## src/rtl/seven_seg_scan_ctrl.sv

```systemverilog
// Time-multiplexed scan controller for a common-anode 7-segment display.
// One shared registered decoder is fed a nibble per slot; each slot is a
// dark guard interval followed by the lit interval. New values are
// double-buffered and committed only at frame boundaries.
//
// state | meaning
// IDLE  | no value loaded yet since reset, display dark
// BLANK | guard time, all anodes dark, nibble for upcoming digit presented
// ON    | current digit lit (if enabled), nibble held stable
module seven_seg_scan_ctrl #(
    parameter int NUM_DIGITS     = 4,
    parameter int CLKS_PER_DIGIT = 25000,
    parameter int BLANK_CLKS     = 250
) (
    input  logic                    i_clk,
    input  logic                    i_rst_n,
    input  logic                    i_load,
    input  logic [4*NUM_DIGITS-1:0] i_value,
    input  logic [NUM_DIGITS-1:0]   i_digit_en,
    output logic [3:0]              o_nibble,
    output logic [NUM_DIGITS-1:0]   o_anode_n,
    output logic                    o_frame_done,
    output logic                    o_pending
);

    localparam int MAX_CLKS = (BLANK_CLKS > CLKS_PER_DIGIT) ? BLANK_CLKS : CLKS_PER_DIGIT;
    localparam int CNT_W    = $clog2(MAX_CLKS);
    localparam int IDX_W    = $clog2(NUM_DIGITS);
    localparam int VAL_W    = 4 * NUM_DIGITS;

    localparam logic [CNT_W-1:0] BLANK_LOAD = CNT_W'(BLANK_CLKS - 1);
    localparam logic [CNT_W-1:0] ON_LOAD    = CNT_W'(CLKS_PER_DIGIT - 1);
    localparam logic [IDX_W-1:0] IDX_LAST   = IDX_W'(NUM_DIGITS - 1);

    typedef enum logic [1:0] {
        IDLE  = 2'd0,
        BLANK = 2'd1,
        ON    = 2'd2
    } state_t;

    state_t                  state_q;
    logic [CNT_W-1:0]        cnt_q;
    logic [IDX_W-1:0]        idx_q;
    logic [VAL_W-1:0]        act_val_q;
    logic [NUM_DIGITS-1:0]   act_en_q;
    logic [VAL_W-1:0]        shd_val_q;
    logic [NUM_DIGITS-1:0]   shd_en_q;
    logic                    pending_q;
    logic [3:0]              nibble_q;
    logic [NUM_DIGITS-1:0]   anode_n_q;
    logic                    frame_done_q;

    logic                    last_cnt;
    logic                    boundary;
    logic [IDX_W-1:0]        idx_d;
    logic [VAL_W-1:0]        act_val_d;
    logic [NUM_DIGITS-1:0]   act_en_d;
    logic [3:0]              nibble_d;

    function automatic logic [3:0] pick_nibble(input logic [VAL_W-1:0] v,
                                               input logic [IDX_W-1:0] k);
        logic [3:0] n;
        n = 4'h0;
        for (int i = 0; i < NUM_DIGITS; i++) begin
            if (k == IDX_W'(i)) n = v[4*i +: 4];
        end
        return n;
    endfunction

    // Only one anode may ever be low; a disabled digit stays dark.
    function automatic logic [NUM_DIGITS-1:0] anode_for(input logic [IDX_W-1:0] k,
                                                        input logic [NUM_DIGITS-1:0] en);
        logic [NUM_DIGITS-1:0] a;
        a = '1;
        for (int i = 0; i < NUM_DIGITS; i++) begin
            if (k == IDX_W'(i) && en[i]) a[i] = 1'b0;
        end
        return a;
    endfunction

    // Next digit index and the data digit 0 of the next frame will use.
    always_comb begin
        last_cnt  = (cnt_q == '0);
        boundary  = (state_q == ON) && last_cnt && (idx_q == IDX_LAST);
        idx_d     = (idx_q == IDX_LAST) ? '0 : idx_q + 1'b1;
        act_val_d = act_val_q;
        act_en_d  = act_en_q;
        if (boundary && i_load) begin
            act_val_d = i_value;
            act_en_d  = i_digit_en;
        end else if (boundary && pending_q) begin
            act_val_d = shd_val_q;
            act_en_d  = shd_en_q;
        end
        nibble_d = pick_nibble(act_val_d, idx_d);
    end

    // Scan FSM with slot timer, double buffer and registered outputs.
    always_ff @(posedge i_clk or negedge i_rst_n) begin
        if (!i_rst_n) begin
            state_q      <= IDLE;
            cnt_q        <= '0;
            idx_q        <= '0;
            act_val_q    <= '0;
            act_en_q     <= '0;
            shd_val_q    <= '0;
            shd_en_q     <= '0;
            pending_q    <= 1'b0;
            nibble_q     <= 4'h0;
            anode_n_q    <= '1;
            frame_done_q <= 1'b0;
        end else begin
            frame_done_q <= 1'b0;
            case (state_q)
                IDLE: begin
                    anode_n_q <= '1;
                    if (i_load) begin
                        act_val_q <= i_value;
                        act_en_q  <= i_digit_en;
                        idx_q     <= '0;
                        nibble_q  <= i_value[3:0];
                        cnt_q     <= BLANK_LOAD;
                        state_q   <= BLANK;
                    end
                end
                BLANK: begin
                    if (last_cnt) begin
                        anode_n_q <= anode_for(idx_q, act_en_q);
                        cnt_q     <= ON_LOAD;
                        state_q   <= ON;
                    end else begin
                        cnt_q <= cnt_q - 1'b1;
                    end
                end
                ON: begin
                    if (last_cnt) begin
                        anode_n_q <= '1;
                        idx_q     <= idx_d;
                        nibble_q  <= nibble_d;
                        act_val_q <= act_val_d;
                        act_en_q  <= act_en_d;
                        cnt_q     <= BLANK_LOAD;
                        state_q   <= BLANK;
                        if (boundary) begin
                            frame_done_q <= 1'b1;
                            pending_q    <= 1'b0;
                        end
                    end else begin
                        cnt_q <= cnt_q - 1'b1;
                    end
                end
                default: begin
                    anode_n_q <= '1;
                    state_q   <= IDLE;
                end
            endcase
            // Loads while scanning park in the shadow; latest one wins.
            if (i_load && (state_q != IDLE) && !boundary) begin
                shd_val_q <= i_value;
                shd_en_q  <= i_digit_en;
                pending_q <= 1'b1;
            end
        end
    end

    assign o_nibble     = nibble_q;
    assign o_anode_n    = anode_n_q;
    assign o_frame_done = frame_done_q;
    assign o_pending    = pending_q;

endmodule
```

## config.mk

```make
export PLATFORM = sky130hd
export DESIGN_NAME = seven_seg_scan_ctrl
export DESIGN_NICKNAME = d
export VERILOG_FILES = /design/src/rtl/seven_seg_scan_ctrl.sv
export SDC_FILE = /design/constraint.sdc
export NUM_CORES = 1
export LEC_CHECK = 0
export BUFFER_PORTS_ARGS = -buffer_cell sky130_fd_sc_hd__buf_4
export CAP_MARGIN = 5
export CORE_UTILIZATION = 25
export DETAILED_ROUTE_END_ITERATION = 10
export GPL_ROUTABILITY_DRIVEN = 1
export GPL_TIMING_DRIVEN = 0
export PLACE_DENSITY = 0.51
export SLEW_MARGIN = 20
export SYNTH_ARGS = -nofsm -noshare
export SYNTH_HDL_FRONTEND = slang
export SYNTH_SLANG_ARGS = --single-unit
```

## constraint.sdc

```tcl
create_clock -name i_clk -period 3.2 [get_ports i_clk]
set_clock_uncertainty 0.15 [all_clocks]
set_input_delay 0.16 -clock i_clk [delete_from_list [all_inputs] [get_ports i_clk]]
set_output_delay 0.16 -clock i_clk [all_outputs]
set_load 0.01 [all_outputs]
```

# Word-level counts from Yosys, hierarchy flattened
# Cells that the tools add are included.
# totals
register_bits,69
input_bits,23
out_inout_bits,10
wordCells,95
# classes
add_sub_neg,2
eq_ne,12
n_mux,43
n_reduce_logical,27
# ops
operator,count
16-bit two-way mux,4
4-bit two-way mux,12
15-bit two-way mux,3
15-bit one-hot mux with 3 select lines,1
16-bit one-hot mux with 2 select lines,1
4-bit one-hot mux with 2 select lines,3
15-bit logical NOT,1
"15-bit by 1-bit subtractor with 15-bit output, second input constant",1
2-bit two-way mux,6
1-bit two-way mux,11
"2-bit equality test, second input constant",5
1-bit logical AND,10
2-bit nonzero test,5
3-bit AND reduction,3
"2-bit by 1-bit equality test with 1-bit output, second input constant",3
2-bit logical NOT,3
"2-bit inequality test, second input constant",3
2-bit one-hot mux with 3 select lines,1
2-bit one-hot mux with 2 select lines,1
2-bit AND reduction,2
4-bit AND reduction,1
"3-bit by 1-bit inequality test with 1-bit output, second input constant",1
3-bit nonzero test,1
"2-bit by 1-bit adder with 2-bit output, second input constant",1
1-bit logical NOT,1

# Longest topological paths before layout
# Gate-level depths: netlist of run 1.
# depth
depth_word,12
depth_mapped,11
mapped_depth_nobuf,9

# Worst setup path before layout of run 1
# No wires, ideal clock.
# synth_timing
path_type,flip-flop to flip-flop
startpoint,register cnt_q[0]
endpoint,register cnt_q[12]
setup_ns,0.131
t_arrival_ns,2.403
required_ns,2.919
setup_slack_ns,0.516
path_stages_with_launch,10
n_path_buf,0
synth_period_minus_slack_ns,2.684
cell_sequence,dfrtp_1 inv_1 ha_1 or3b_4 or3_4 or3_4 or4_4 nor3_2 xnor2_1 nor2_1
# synth_between
elab_chain_len,3
elab_cells_between_ends,5
classes_between,add/sub: 1; mux: 3; reduce/logical: 1
# synth_rtl
item,line_no,rtl
"start, declared",42,logic [CNT_W-1:0] cnt_q;
"start signal, assigned",132,cnt_q <= cnt_q - 1'b1;
"start signal, assigned",149,cnt_q <= cnt_q - 1'b1;
15-bit by 1-bit subtractor with 15-bit output or 15-bit logical NOT (tied branches),"132, 149, 83",
15-bit two-way mux (on tied branches),"136, 127",
15-bit one-hot mux with 3 select lines (*),114,case (state_q)
# Mark *: on every way between the ends. The rest lies on a longest branch, timed or not.
# A chain may end at the register's enable or synchronous reset.

# Final worst setup path of run 1
# layout_timing
startpoint,register idx_q[0]
endpoint,register nibble_q[2] (netlist: o_nibble[2])
# layout_between
elab_chain_len,11
elab_cells_between_ends,18
classes_between,add/sub: 1; eq/ne: 4; mux: 9; reduce/logical: 4
# layout_rtl
item,line_no,rtl
"start, declared",43,logic [IDX_W-1:0] idx_q;
"start signal, assigned",138,idx_q <= idx_d;
2-bit equality test,"84, 85",
1-bit logical AND,84,boundary = (state_q == ON) && last_cnt && (idx_q == IDX_LAST);
1-bit logical AND,91,end else if (boundary && pending_q) begin
16-bit two-way mux,91,
16-bit two-way mux,88,if (boundary && i_load) begin
4-bit two-way mux (3 in a row),65,if (k == IDX_W'(i)) n = v[4*i +: 4];
4-bit two-way mux (*),65,
4-bit two-way mux (*),136,if (last_cnt) begin
4-bit one-hot mux with 2 select lines (*),114,
"end signal, assigned",121,nibble_q <= i_value[3:0];
"end signal, assigned",139,nibble_q <= nibble_d;
"end, declared",49,logic [3:0] nibble_q;
# Mark *: on every way between the ends. The rest lies on a longest branch, timed or not. The select of a mux whose other input is x is not followed.

==> out/results.ini, run 1 <==
[logic_synthesis]
yosysSeqAreaShare_pct=44.3
synth_xor_area_share_pct=0.897
syn-cell-area_um2=3900
yosysUniqueCellTypes=58
async_flop_share_pct=100
ys.flop_type=dfrtp_1
synth-seq-cells=69
yosysTopAreaCellShare_pct=41.7
yosys-top-cells-area=dfrtp_1, nor2_1, mux2_2
synthAdderAreaFrac_pct=3.20
ys_warn_count=0
synth_fp_nets=456
synth_edf_count=0
synth-compound-area-share_pct=22.0
synth_area_per_cell_um2=9.23
yosys.area_share.simple_pct=18.5
synth_top_area_cell=dfrtp_1
synth_cells=423
synthMuxAreaShare_pct=6.79
synth_top_family_by_area=compound AO/OA/AOI/OAI gates

[routing]
first_pass_iters=5
ant_nets=0
num_vias=3562
avgRoutedWirePerCell_um=17.0
drt_iter0_markers=234
drc_errors=0
wl_um=11500
routed_via_density=5.25

[global_route]
grt_pass1_vias=3456
grt_pass1_wl_um=18900
grt_max_degree=70
gr-usage-all-layers_pct=15.2
overflow=0
antenna_found_initial=0

[cells_and_area]
fillers=1594
final_common_cell=nor2_1
register_area_um2=1730
multiInputGateArea_um2=2020
drive_gt1_share_pct=18.7
areaGrowthSynthToFinish_pct=25.7
diodes=0
final_util_pct=32.3
final_cell_mix=nor2_1, dfrtp_1, a21oi_1
final_nets=519

[clocking]
clk_path_buf_depth=2
ctsRootBufferMaster=clkbuf_16
cts_tree=built
post_cts_buffers=0
path_clk_slew_ps=60
cts_max_level=3
clk_latency_ps=350
clock-sinks=69
numCtsBuffers=9

[setup_path]
rr_worst_depth=9
reg2reg_slack_ps=200
cp.required_ps=3310
cp.arrival_ps=3120
startpoint_type=register
r2r_start=idx_q[0]
regToRegEndpoint=o_nibble[2]
crit_type=register to register
crit_path_end=o_nibble[2]
critPathMaxFanout=9
timing.critical_path.from=idx_q[0]
endpoint_kind=register

[sta]
fmax_mhz=333
finalCritPeriodShare_pct=93.9
final_max_slew_viol_count=0
postLayoutSetupSlackWorst_ps=195
tightest_slew_ps=929
finalCriticalPeriod_ps=3000
grt_setup_unrepaired=false
holdWs_ps=85.8
hold_viol_final=0
relSlewSlack_pct=37.2
setup_viol=0

[pwr]
ir_drop_mv=0.301
powerDensity_nw_per_um2=770
p_leak_nw=2.01
p_total_mw=3.78

[floorplanning]
dieArea_um2=16100
ios=33
die_w_um=127
start_util_pct=25.7
fp-row-count=45
dieHeight_um=127
core_area_um2=15200

[flow_run]
drv_cap=0

[placement]
pre_cts_slack_ps=-3.05
dp_hpwl_um=8140
portBuffers=32
gp_congestion=0.840

[hold_path]
hold_class=input pin to register

[outcome]
outcome=finished clean

-- cell families (layout without fill, tap and decap cells) --
family                     Yosys count  count (layout)
xor gates and xnor gates             4               4
buffers and inverters               42             110
adders and majority gates           10              10
AOI/OAI and AO/OA                  135             135
and+or+nand+nor                    139             139
DFF                                 69              69
muxes                               24              24
-- cell type report --
| type | instances | area share, % |
|---|---|---|
| multi-input combinational | 312 | 41.2 |
| sequential | 69 | 35.3 |
| timing repair buffer | 53 | 9.18 |
| clock buffer | 11 | 4.95 |
| tap | 188 | 4.79 |
| buffer | 23 | 2.01 |
| inverter | 18 | 1.38 |
| clock inverter | 5 | 1.20 |
-- worst min path at each step --
stage	startpoint	to	slack [ps]	cells after the start
2_1_floorplan	i_rst_n	act_en_q[0]	-290	0
3_3_place_gp	i_rst_n	cnt_q[7]	190	1
3_5_place_dp	i_rst_n	cnt_q[8]	200	1
4_1_cts	i_load	state_q[1]	70	4
5_1_grt	i_load	state_q[1]	130	4
6_report	i_load	state_q[1]	90	4
-- power by group --
group	switching, mW	leakage, nW	internal [mW]
Sequential	0.268	0.813	1.22
Combinational	0.710	1.05	0.566
Clock	0.391	0.142	0.626
-- stage by stage --
step	cells	area, µm²	setup TNS, ps
after floorplan	423	3910	0
after global placement	643	4380	0
after detailed placement	643	4380	-3.05
after CTS	680	4900	0
after global routing	679	4910	0
final	679	4910	0
-- worst max-delay path: stages, from the launching register on --
cell,delay (ps)
dfrtp_1,440
inv_1,90
ha_1,190
clkbuf_1,230
nor4b_1,820
o21ai_0,200
o21ai_0,300
o221ai_1,180
nor4bb_1,170
a21oi_1,160
-- synth_stat cells, types with 3 or more instances --
| master | instances |
|---|---|
| a41oi_1 | 5 |
| o22a_1 | 8 |
| nor4_1 | 6 |
| inv_1 | 18 |
| or3_1 | 3 |
| buf_2 | 6 |
| and4_1 | 3 |
| nor3b_1 | 3 |
| mux2_2 | 20 |
| a21oi_1 | 43 |
| dfrtp_1 | 65 |
| nand2_1 | 19 |
| o22ai_1 | 21 |
| o221ai_1 | 7 |
| nand2b_1 | 5 |
| a31oi_1 | 16 |
| o21ai_0 | 17 |
| clkbuf_1 | 16 |
| dfstp_2 | 4 |
| nor3_1 | 4 |
| mux2i_1 | 4 |
| ha_1 | 10 |
| nand3_1 | 5 |
| nor2_1 | 69 |
-- what timing repair did --
item                                    in CTS  in global routing
resized for setup                            1                  3
hold buffers                                21                  0
endpoints found under the setup margin       2                 20
endpoints found under the hold margin       90                  0
-- layer usage --
| metal | track usage (%) | vias to the layer above | wire length (µm) |
|---|---|---|---|
| met3 | 3.35 | 13 | 534 |
| met2 | 23.6 | 94 | 5290 |
| met5 | 0 | - | 0 |
| met4 | 5.88 | 0 | 204 |
| met1 | 20.8 | 1768 | 5500 |
| li1 | - | 1687 | - |
-- flip-flops by register name, summed over array words and instances, names as in the netlist, 4 cells and up --
name       count
act_val_q     16
shd_val_q     16
cnt_q         15
act_en_q       4
o_anode_n      4
o_nibble       4
shd_en_q       4
Note: power is estimated with default switching activity, not from simulation.
==> inputs of run 2 (changes only) <==
PLACE_DENSITY = 0.52   (was 0.51)
clock period = 2.5 ns   (was 3.2 ns; I/O delays follow)
==> out/results.ini, run 2 (synthesis gave the netlist of run 1 again) <==
[routing]
avgRoutedWirePerCell_um=16.8  ; -1.1%
wl_um=11900  ; +3.3%
num_vias=3653  ; +2.6%
drt_iter0_markers=219  ; -6.4%
ant_nets=0  ; unchanged
first_pass_iters=4  ; -1
drc_errors=0  ; unchanged
routed_via_density=5.15  ; -1.8%

[global_route]
grt_pass1_vias=3516  ; +1.7%
antenna_found_initial=0  ; unchanged
use_met1_pct=19.7  ; -1.0 points
gr-usage-all-layers_pct=15.1  ; -0.11 points
use_met3_pct=3.10  ; -0.25 points
grt_pass1_wl_um=18900  ; +0.33%
grtUsageMet2_pct=25.1  ; +1.6 points
busiest_layer=met2
overflow=0  ; unchanged
grt_max_degree=70  ; unchanged

[sta]
tightest_slew_ps=921  ; -7.91 ps
final_max_slew_viol_count=0  ; unchanged
fmax_mhz=370  ; +11%
finalCriticalPeriod_ps=2700  ; -300 ps
relSlewSlack_pct=38.6  ; +1.4 points
setup_tns_ps=-460  ; -460 ps
postLayoutSetupSlackWorst_ps=-205  ; -400 ps
hold_viol_final=0  ; unchanged
setup_viol=10  ; +10
grt_setup_unrepaired=true
finalCritPeriodShare_pct=108  ; +14 points

[setup_path]
rr_worst_depth=9  ; unchanged
regToRegEndpoint=cnt_q[12]
r2r_start=cnt_q[0]
cp.arrival_ps=2770  ; -350 ps
reg2reg_slack_ps=-200  ; -400 ps
critPathMaxFanout=2  ; -7
startpoint_type=register
crit_type=register to register
endpoint_kind=register
cp.required_ps=2570  ; -740 ps

[floorplanning]
fp-row-count=45  ; unchanged
ios=33  ; unchanged
die_w_um=127  ; unchanged
core_area_um2=15200  ; unchanged
start_util_pct=25.7  ; unchanged
dieArea_um2=16100  ; unchanged
dieHeight_um=127  ; unchanged

[placement]
portBuffers=32  ; unchanged
gp_congestion=0.834  ; -0.77%
place_area_um2=4390  ; +0.29%
dp_hpwl_um=7950  ; -2.3%
pre_cts_slack_ps=-658  ; -655 ps

[hold_path]
min_from=i_load
min_path_cells=4  ; unchanged
hold_class=input pin to register
hold_end=state_q[1]

[cells_and_area]
final_util_pct=35.7  ; +3.4 points
final_nets=549  ; +5.8%
fillers=1558  ; -2.3%
final_common_cell=nor2_1
diodes=0  ; unchanged
areaGrowthSynthToFinish_pct=38.9
stdcell_area_um2=5420  ; +11%
final_cell_mix=nor2_1, dfrtp_1, buf_4
register_area_um2=1740  ; +0.22%
drive_gt1_share_pct=32.4  ; +14 points
reg.largest.list=act_val_q x16, shd_val_q x16, cnt_q x15
multiInputGateArea_um2=2260  ; +12%

[outcome]
outcome=finished with violations
violations=setup timing

[clocking]
clk_path_buf_depth=2  ; unchanged
clk_latency_ps=340  ; about the same
ctsRootBufferMaster=clkbuf_16
cts_max_level=3  ; unchanged
numCtsBuffers=9  ; unchanged
cts_tree=built
path_clk_slew_ps=60  ; about the same
clock-sinks=69  ; unchanged

[pwr]
ir_drop_mv=0.348  ; +16%
powerDensity_nw_per_um2=934  ; +21%
p_leak_nw=2.19  ; +9.4%

[flow_run]
drv_cap=0  ; unchanged

[run 2: power by group]
group          internal [mW]  total (mW)  switching [mW]  leakage, nW
clock network          0.698        1.20           0.504        0.133
logic                  0.943        1.93           0.990         1.25
registers               1.56        1.93           0.369        0.808
total                   3.20        5.06            1.86         2.19
[run 2: layout make-up]
| type | instances | share of cell area (%) |
|---|---|---|
| Sequential cell | 69 | 32.0 |
| Buffer | 23 | 2.95 |
| Timing Repair Buffer | 83 | 12.7 |
| Multi-Input combinational cell | 312 | 41.7 |
| Clock buffer | 12 | 4.55 |
| Clock inverter | 4 | 0.485 |
| Tap cell | 188 | 4.34 |
| Inverter | 18 | 1.25 |
[run 2: worst max-delay path by stage]
| stage | startpoint | end | slack [ps] | depth (start not counted) |
|---|---|---|---|---|
| 4_1_cts | cnt_q[0] | cnt_q[12] | -210 | 9 |
| 5_1_grt | cnt_q[0] | cnt_q[12] | -290 | 9 |
| 3_3_place_gp | cnt_q[8] | act_en_q[3] | -620 | 8 |
| 3_5_place_dp | cnt_q[8] | act_en_q[3] | -660 | 8 |
| 2_1_floorplan | cnt_q[0] | cnt_q[12] | -150 | 9 |
| 6_report | cnt_q[0] | cnt_q[12] | -200 | 9 |
[run 2: metal layers]
layer  wire, µm  share of wire [%]
met1       5400                 45
met2       5710                 48
met3        619                5.2
met4        176                1.5
met5          0                  0
[run 2: critical path: stages, from the launching register on]
cell and delay [ps]:
dfrtp_1 400, inv_2 80, ha_4 130, or3b_4 370
or3_4 340, or3_4 330, or4_4 460, nor3_4 130
xnor2_1 130, nor2_1 50
[run 2: stage by stage]
stage | total power [mW] | hold WS [ps] | instances
floorplan | 2.99 | -321 | 423
global placement | 3.48 | 161 | 643
detailed placement | 3.52 | 169 | 643
CTS | 4.92 | 55.2 | 696
global route | 5.39 | 86.2 | 709
finish | 5.06 | 62.2 | 709
[run 2: repair_timing]
item                                    CTS  global route
pin swaps                                 7            19
cloned                                    0             1
resized for setup                        42            40
hold buffers                             21             0
buffers inserted                         16            14
endpoints found under the setup margin   61            64
hold endpoints to repair                105             0
